### src/rtl/data_mem_arbiter.sv
// rtl/data_mem_arbiter.sv - CPU/debug arbiter for a single-port data memory
module data_mem_arbiter #(
    parameter int ADDR_W   = 10,
    parameter int DATA_W   = 32,
    parameter int MAX_WAIT = 8
) (
    input  logic              i_clk,
    input  logic              i_reset,
    input  logic              i_cpu_req,
    input  logic              i_cpu_we,
    input  logic [ADDR_W-1:0] i_cpu_addr,
    input  logic [DATA_W-1:0] i_cpu_wdata,
    output logic              o_cpu_gnt,
    output logic              o_cpu_stall,
    output logic [DATA_W-1:0] o_cpu_rdata,
    output logic              o_cpu_rvalid,
    input  logic              i_dbg_req,
    input  logic              i_dbg_we,
    input  logic [ADDR_W-1:0] i_dbg_addr,
    input  logic [DATA_W-1:0] i_dbg_wdata,
    output logic              o_dbg_gnt,
    output logic [DATA_W-1:0] o_dbg_rdata,
    output logic              o_dbg_rvalid,
    output logic [ADDR_W-1:0] o_mem_addr,
    output logic [DATA_W-1:0] o_mem_wdata,
    output logic              o_mem_we,
    input  logic [DATA_W-1:0] i_mem_rdata
);

    localparam logic [7:0] MAX_WAIT_C = 8'(MAX_WAIT);

    typedef enum logic [1:0] {
        IDLE    = 2'd0,
        ACC_CPU = 2'd1,
        ACC_DBG = 2'd2
    } state_t;

    state_t     state_q;
    state_t     state_d;
    logic [7:0] wait_cnt;
    logic       cpu_gnt;
    logic       dbg_gnt;
    logic       dbg_forced;

    // Grant decision: CPU has priority unless debug has starved for MAX_WAIT cycles
    always_comb begin
        dbg_forced  = i_dbg_req && (wait_cnt == MAX_WAIT_C);
        cpu_gnt     = !i_reset && i_cpu_req && !dbg_forced;
        dbg_gnt     = !i_reset && i_dbg_req && (!i_cpu_req || dbg_forced);
        o_cpu_gnt   = cpu_gnt;
        o_dbg_gnt   = dbg_gnt;
        o_cpu_stall = !i_reset && i_cpu_req && !cpu_gnt;
    end

    // Access-owner state register
    always_ff @(posedge i_clk or posedge i_reset) begin
        if (i_reset) begin
            state_q <= IDLE;
        end else begin
            state_q <= state_d;
        end
    end

    // Next state: the cycle after a grant is the winner's access cycle
    always_comb begin
        state_d = IDLE;
        if (cpu_gnt) begin
            state_d = ACC_CPU;
        end else if (dbg_gnt) begin
            state_d = ACC_DBG;
        end
    end

    // Starvation counter for a pending, ungranted debug request
    always_ff @(posedge i_clk or posedge i_reset) begin
        if (i_reset) begin
            wait_cnt <= 8'd0;
        end else if (i_dbg_req && !dbg_gnt) begin
            if (wait_cnt != MAX_WAIT_C) begin
                wait_cnt <= wait_cnt + 8'd1;
            end
        end else begin
            wait_cnt <= 8'd0;
        end
    end

    // Memory command register: latch the winner's request on the granting edge
    always_ff @(posedge i_clk or posedge i_reset) begin
        if (i_reset) begin
            o_mem_addr  <= '0;
            o_mem_wdata <= '0;
            o_mem_we    <= 1'b0;
        end else if (cpu_gnt) begin
            o_mem_addr  <= i_cpu_addr;
            o_mem_wdata <= i_cpu_wdata;
            o_mem_we    <= i_cpu_we;
        end else if (dbg_gnt) begin
            o_mem_addr  <= i_dbg_addr;
            o_mem_wdata <= i_dbg_wdata;
            o_mem_we    <= i_dbg_we;
        end else begin
            o_mem_we    <= 1'b0;
        end
    end

    // Read return: route memory data to the owner of the read access just finished
    always_ff @(posedge i_clk or posedge i_reset) begin
        if (i_reset) begin
            o_cpu_rdata  <= '0;
            o_cpu_rvalid <= 1'b0;
            o_dbg_rdata  <= '0;
            o_dbg_rvalid <= 1'b0;
        end else begin
            o_cpu_rvalid <= 1'b0;
            o_dbg_rvalid <= 1'b0;
            if (state_q == ACC_CPU && !o_mem_we) begin
                o_cpu_rdata  <= i_mem_rdata;
                o_cpu_rvalid <= 1'b1;
            end else if (state_q == ACC_DBG && !o_mem_we) begin
                o_dbg_rdata  <= i_mem_rdata;
                o_dbg_rvalid <= 1'b1;
            end
        end
    end

endmodule

### config.mk
export PLATFORM = sky130hd
export DESIGN_NAME = data_mem_arbiter
export DESIGN_NICKNAME = d
export VERILOG_FILES = /design/src/rtl/data_mem_arbiter.sv
export SDC_FILE = /design/constraint.sdc
export NUM_CORES = 1
export LEC_CHECK = 0
export CAP_MARGIN = 10
export CORE_MARGIN = 1
export CORE_UTILIZATION = 43
export DETAILED_ROUTE_END_ITERATION = 16
export GPL_TIMING_DRIVEN = 0
export MAX_ROUTING_LAYER = met4
export PLACE_DENSITY_LB_ADDON = 0.3
export SLEW_MARGIN = 20
export SYNTH_ARGS = -nofsm -noshare
export SYNTH_HDL_FRONTEND = slang
export SYNTH_SLANG_ARGS = --single-unit
### constraint.sdc
create_clock -name i_clk -period 3.7 [get_ports i_clk]
set_input_delay 0.555 -clock i_clk [delete_from_list [all_inputs] [get_ports i_clk]]
set_output_delay 0.555 -clock i_clk [all_outputs]
set_load 0.02 [all_outputs]
-- Word level (Yosys, flattened, before mapping)
Cells that the tools add are included.
- output and inout bits: 112
- logic and storage cells: 47
- register bits after elaboration: 119
- input port bits: 122
- add/subtract/negate cells: 1
- reductions and logical operators: 18
- eq/ne operators: 5
- bitwise operators: 1
- mux-type cells: 13
- operators with widths (kind ; number):
    $mux W32 ; 2
    $mux W10 ; 2
    $mux W8 ; 2
    $logic_and A1 B1 Y1 ; 9
    $add A8 B1 Y8 const B ; 1
    $eq A8 B4 Y1 const B ; 1
    $ne A8 B4 Y1 const B ; 1
    $logic_not A1 Y1 ; 6
    $mux W1 ; 5
    $mux W2 ; 2
    $eq A2 B1 Y1 const B ; 1
    $eq A2 B2 Y1 const B ; 1
    $ne A2 B1 Y1 const B ; 1
    $reduce_and A2 Y1 ; 1
    $reduce_bool A2 Y1 ; 1
    $logic_or A1 B1 Y1 ; 1
    $not A1 Y1 ; 1

-- Depth between registers and ports, before layout
- depth in word-level cells: 7
- gate-level depth with buffers: 7
- mapped depth without buffers: 5

-- Worst setup path after synthesis
No wires, ideal clock.
- path kind: input to register
- from: input port i_reset
- to: register o_mem_wdata[0]
- library setup time: 0.087 ns
- buffers on the path: 3
- required time: 3.613 ns
- slack: 0.585 ns
- arrival time: 3.029 ns
- stages on the path: 6
- path through: clkbuf_2 > buf_4 > clkinv_1 > buf_2 > o2111ai_1 > o211ai_1
- longest elaborated chain between the ends: 4
- elaborated cells on any way between the ends: 7
- those cells by class: mux (1); reduce/logical (6)
- RTL lines (element ; line ; source):
    from (decl) ; 8 ; input logic i_reset,
    $logic_not A1 Y1 (no line) * ; -- ;
    $logic_and A1 B1 Y1, on equally long branches (2 in a row) ; 48, 49 ;
    $mux W32 or $reduce_bool A2 Y1 (tied branches) ; -- ;
    to (signal assigned) ; 95 ; o_mem_wdata <= i_cpu_wdata;
    to (signal assigned) ; 99 ; o_mem_wdata <= i_dbg_wdata;
    to (decl) ; 25 ; output logic [DATA_W-1:0] o_mem_wdata,
Mark *: on every way between the ends. The rest lies on a longest branch, timed or not.
A chain may end at the register's enable or synchronous reset.

-- Worst setup path in the final report
- from: input port i_dbg_req
- to: output port o_dbg_gnt
- longest elaborated chain between the ends: 3
- elaborated cells on any way between the ends: 4
- those cells by class: reduce/logical (4)
- RTL lines (element ; line ; source):
    from (decl) ; 17 ; input logic i_dbg_req,
    $logic_and A1 B1 Y1 ; 47 ; dbg_forced = i_dbg_req && (wait_cnt == MAX_WAIT_C);
    $logic_or A1 B1 Y1 ; 49 ; dbg_gnt = !i_reset && i_dbg_req && (!i_cpu_req || dbg_forced);
    $logic_and A1 B1 Y1 * ; 49 ;
    to (decl) ; 21 ; output logic o_dbg_gnt,
Marks and branches as above.

==> results.cfg <==
[cts]
htree_levels = 4
cts_resized = 0
cts_tree = done
post_cts_buffers = 0
cts_root_buffer = clkbuf_16
hold_buffers = 0
clock-sinks = 119
cts_made_buffers = 17
insertion_delay_ps = 410
clk_path_buf_depth = 2
path_clk_slew_ps = 60

[critical_path]
critPathLaunch = i_dbg_req
critPathSlowestCell = clkdlybuf4s50_1
r2r_end = o_mem_wdata[5]
critPathLaunchType = input port
max_stage_delay_ps = 600
rr_worst_depth = 7
crit_end = o_dbg_gnt
r2r-start = wait_cnt[0]
crit_arrival_ps = 2850
crit_top_cell = clkdlybuf4s50_1
path_max_fanout = 11
cp-end-kind = output port
path_cells = clkdlybuf4s50_1 > buf_4 > nor4b_4 > a21oi_4 > buf_2 > nor2_1 > clkdlybuf4s50_1
crit_type = in -> out
r2r_slack_ps = 1650
critPathRequiredTime_ps = 3140

[die]
core_area_um2 = 12770
io_pins = 234
rows = 41
start_util = 0.4449
dieArea_um2 = 13680
die_x_um = 117.0
die_y_um = 117.0

[drt]
wire_per_inst_um = 19.60
firstDrtPassIters = 4
final_antenna_net_count = 0
drtIter0Drc = 272
wl_mm = 17.32
viasPerCell = 5.519
drc = 0
via_count = 4879

[job]
cap_violations = 0

[grt]
grtUsageTotal = 0.2674
grt_pass1_wl_mm = 26.42
grt_pass1_vias = 5117
antenna_found_initial = 0
grt_max_degree = 85
overflow = 0

[cells_and_area]
layout-drive-gt1-share = 0.1812
antenna_cells = 0
areaGrowthSynthToFinish_pct = 57.02
stdcell_area_um2 = 8924
final_nets = 823

[timing]
slew_violations = 0
fmax_mhz = 293.8
layout_worst_path_cycle_share = 0.9198
setup_tns_ps = 0
slew_headroom = 0.6646
worstMarginPinSlew_ps = 501.0
rsz0062_at_grt = no
fin_hold_ws_ps = 503.5
clock_skew_ps = 6.555
setup_viol = 0
finalCriticalPeriod_ps = 3403
hold_violations = 0

[logic_synthesis]
yosysTopAreaCell = dfrtp_1
ys_seq_elements = 119
async_flop_share = 1.000
synth_top_area_share = 0.5240
syn_avg_cell_area_um2 = 12.74
synth.area.top_cells = dfrtp_1 52%, mux2_2 13%, nor4bb_1 5.5%
syn_area_um2 = 5683
synth_cell_types = 39
yosysSeqAreaShare = 0.5240
synth_warnings = 0
synth_common_cells = 119 x dfrtp_1, 64 x mux2_2, 32 x a211o_1, 32 x a21o_1, 32 x and4_1
yosysMostFrequentCell = dfrtp_1
ys.flop_type = dfrtp_1
syn_nets = 570
synth_edf_count = 0
synthCells = 446

[power]
p_per_area_nw_per_um2 = 543.2
ir_worst_vdd_v = 0.0002279
p_leak_nw = 4.004

[place]
gp_congestion = 0.7916
dpl.hpwl_mm = 12.59
dpl_cell_area_um2 = 8264
port_buffers = 233

[min_path]
hp-class = reg -> reg

[status]
outcome = completed
report_power, final:
group,switching (W),leakage (nW),internal [W]
Clock,0.000625,0.322,0.00122
Combinational,0.000623,2.24,0.000722
Sequential,0.000125,1.44,0.00153
Total,0.00137,4.00,0.00347
routing by layer:
metal / GRT usage / up-vias / share of wire
li1: - / 2247 / -
met1: 0.2923 / 2398 / 0.40
met2: 0.4627 / 201 / 0.51
met3: 0.07209 / 33 / 0.070
met4: 0.1063 / 0 / 0.024
met5: - / - / 0
worst min-delay path by stage:
stage | start | end | depth (start not counted)
5_1_grt | o_cpu_rdata[25] | o_cpu_rdata[25] | 1
4_1_cts | o_cpu_rdata[24] | o_cpu_rdata[24] | 1
2_1_floorplan | wait_cnt[6] | wait_cnt[6] | 2
6_report | o_dbg_rdata[2] | o_dbg_rdata[2] | 1
3_3_place_gp | o_cpu_rdata[18] | o_cpu_rdata[18] | 1
3_5_place_dp | o_dbg_rdata[3] | o_dbg_rdata[3] | 1
cells in the final DEF, fill, tap and decap left out, types with 13 or more instances in the layout:
cell type / count
and4_1: 32
clkbuf_1: 18
a211o_1: 32
clkbuf_16: 17
dfrtp_1: 119
a21o_1: 32
mux2_2: 64
clkdlybuf4s50_1: 233
nand2_1: 22
buf_2: 13
nor4bb_1: 31
worst max-delay path, delay by kind of cell:
family / cells / cell delay [ps]
AO/OA/AOI/OAI: 1 / 200
buffers and inverters: 4 / 1490
AND/OR/NAND/NOR: 2 / 570
cell families after synthesis:
group	after synthesis	synth area share
buffers and inverters	46	0.04117
xor gates and xnor gates	3	0.004624
and+or+nand+nor	108	0.1506
adders and majority gates	2	0.004403
AOI/OAI and AO/OA	104	0.1484
muxes	64	0.1268
DFF	119	0.5240
flip-flops by register name, indices dropped and copies added, names as in the netlist:
| signal | count |
|---|---|
| state_q | 2 |
| o_mem_we | 1 |
| wait_cnt | 8 |
| o_dbg_rvalid | 1 |
| o_cpu_rvalid | 1 |
| o_mem_wdata | 32 |
| o_mem_addr | 10 |
| o_dbg_rdata | 32 |
| o_cpu_rdata | 32 |
per-stage QoR:
stage,worst slack (ps),instances,utilization,power [W]
floorplan,584.6,446,-,0.002300
global placement,-723.2,851,0.6443,0.002978
detailed placement,287.7,852,0.6470,0.003028
CTS,300.5,884,0.6986,0.004888
global route,169.5,884,0.6986,0.005049
finish,296.7,884,0.6986,0.004847
area by class of cell:
cell class                 instances  area [um2]
clock buffer                      18       439.2
multi-input combinational        281        2471
clock inverter                    14       220.2
buffer                            41       221.5
sequential                       119        2978
inverter                           5       18.77
timing repair buffer             234        2360
fill                             912        3850
tap                              172       215.2
(Power assumes the default switching activity.)
==> edit, RTL diff (same settings) <==
Put one more register stage on the output `o_dbg_rdata`, cleared by the reset. The value now appears one clock later. The other outputs are not delayed to match.
--- a/src/rtl/data_mem_arbiter.sv
+++ b/src/rtl/data_mem_arbiter.sv
@@ -34,6 +34,8 @@
         ACC_CPU = 2'd1,
         ACC_DBG = 2'd2
     } state_t;
+
+    logic [DATA_W-1:0] o_dbg_rdata_s0;
 
     state_t     state_q;
     state_t     state_d;
@@ -108,7 +110,7 @@
         if (i_reset) begin
             o_cpu_rdata  <= '0;
             o_cpu_rvalid <= 1'b0;
-            o_dbg_rdata  <= '0;
+            o_dbg_rdata_s0 <= '0;
             o_dbg_rvalid <= 1'b0;
         end else begin
             o_cpu_rvalid <= 1'b0;
@@ -117,11 +119,19 @@
                 o_cpu_rdata  <= i_mem_rdata;
                 o_cpu_rvalid <= 1'b1;
             end else if (state_q == ACC_DBG && !o_mem_we) begin
-                o_dbg_rdata  <= i_mem_rdata;
+                o_dbg_rdata_s0 <= i_mem_rdata;
                 o_dbg_rvalid <= 1'b1;
             end
         end
     end
 
+    always_ff @(posedge i_clk or posedge i_reset) begin
+        if (i_reset) begin
+            o_dbg_rdata <= '0;
+        end else begin
+            o_dbg_rdata <= o_dbg_rdata_s0;
+        end
+    end
+
 endmodule
 
Formal check against the unedited RTL: not equivalent (Yosys sat finds a counterexample within 4 cycles, from zero or initial values and one cycle with i_reset high).
==> edit against the unedited design <==
Setup slack worse by 0.11 ns. Clock skew up 0.0021 ns. Global-route usage down 2.9 points. Design area up 4.0%. Area after synthesis up 7.2%. Fmax down 3.1%. Critical path depth down 1. Power up 7.1%. Sequential cell count up 32. Routed wire length down 5.5%. Critical path type is now reg -> out.
==> edit: results <==
cells_and_area:
  clk_share_pct: 6.472
  signal_buffers: 272
  multi_input_area_sq_um: 2072
  nonClkBufAreaFrac_pct: 27.80
  num-nets-final: 849
  drive_gt1_share_pct: 17.07
  seq_area_sq_um: 3779
  num-multi-input-gates: 277
global_routing:
  grt_pass1_wl_mm: 25.95
  groute.usage.overall_pct: 23.88
  gr-usage-met2_pct: 39.36
  grt_pass1_vias: 5128
detailed_routing:
  wl_met2_mm: 8.160
  post_drt_wl_per_cell_um: 17.83
  wl_met1_mm: 6.681
  dr_wl_met3_mm: 1.126
  vias: 4938
placed_design:
  gp_congestion: 0.8328
  dp_hpwl_mm: 11.66
  port_buffers: 232
pwr:
  fin_total_pwr_w: 0.005190
  power_leakage_nw: 3.769
  seq_power_share_pct: 40.8
  vdd_drop_max_mv: 0.2772
worst_setup_path:
  arrival_ns: 2.96
  cp_max_fo: 10
yosys:
  ys_seq_area_share_pct: 62.01
  synth_common_cells: "dfrtp_1 (151), nand2_1 (86), mux2_2 (64)"
  syn-num-nets: 597
run_status:
  status: "completed"
sta:
  fin_worst_skew_ns: 0.008615
  slew_headroom_pct: 51.97
edit: cell count changes in the layout (fill, tap and decap cells not counted), moves of 5 or more:
cell / change
nand2_1: +64
o2111ai_1: +29
nor4bb_1: -31
o211ai_1: +31
and4_1: -32
a211o_1: -32
dfrtp_1: +32
a21o_1: -32
buf_2: -5
edit: per-stage QoR:
step / area [sq um] / util (%) / std cells / worst slack (ns) / hold WS [ns]
floorplan: 6095 / - / 473 / 0.3276 / 0.3501
global placement: 8642 / 62.50 / 885 / -1.216 / 0.3526
detailed placement: 8678 / 62.76 / 886 / 0.4526 / 0.3573
CTS: 9279 / 67.11 / 918 / 0.1643 / 0.3673
global route: 9279 / 67.11 / 918 / 0.06931 / 0.3764
finish: 9279 / 67.11 / 918 / 0.1892 / 0.3626
edit: final timing paths:
kind	slack [ns]	cells past startpoint	endpoint	from
worst max-delay path	0.19	6	o_cpu_stall	wait_cnt[0]
worst min-delay path	0.36	0	o_dbg_rdata[15]	o_dbg_rdata_s0[15]
worst max register to register	1.70	6	o_mem_wdata[11]	wait_cnt[0]
worst min register to register	0.36	0	o_dbg_rdata[15]	o_dbg_rdata_s0[15]
max in group asynchronous	1.97	4	o_cpu_rdata[6]	i_reset
min in group asynchronous	0.93	3	o_mem_addr[9]	i_reset
edit: critical path: cells and delay by family, from the launching register on:
family                   cells  cell delay (ns)
buffers and inverters        3             1.14
adder cells (fa/ha/maj)      1             0.15
flip-flops                   1             0.45
AND/OR/NAND/NOR              2             0.80
edit: cell families after synthesis:
kind of cell               count (synthesis)  share of synthesized area [%]
DFF                                      151                          62.01
adders and majority gates                  2                         0.4106
AOI/OAI and AO/OA                         98                          13.47
buffers and inverters                     45                          3.984
xor gates and xnor gates                   3                         0.4313
and+or+nand+nor                          109                          7.700
muxes                                     65                          11.99
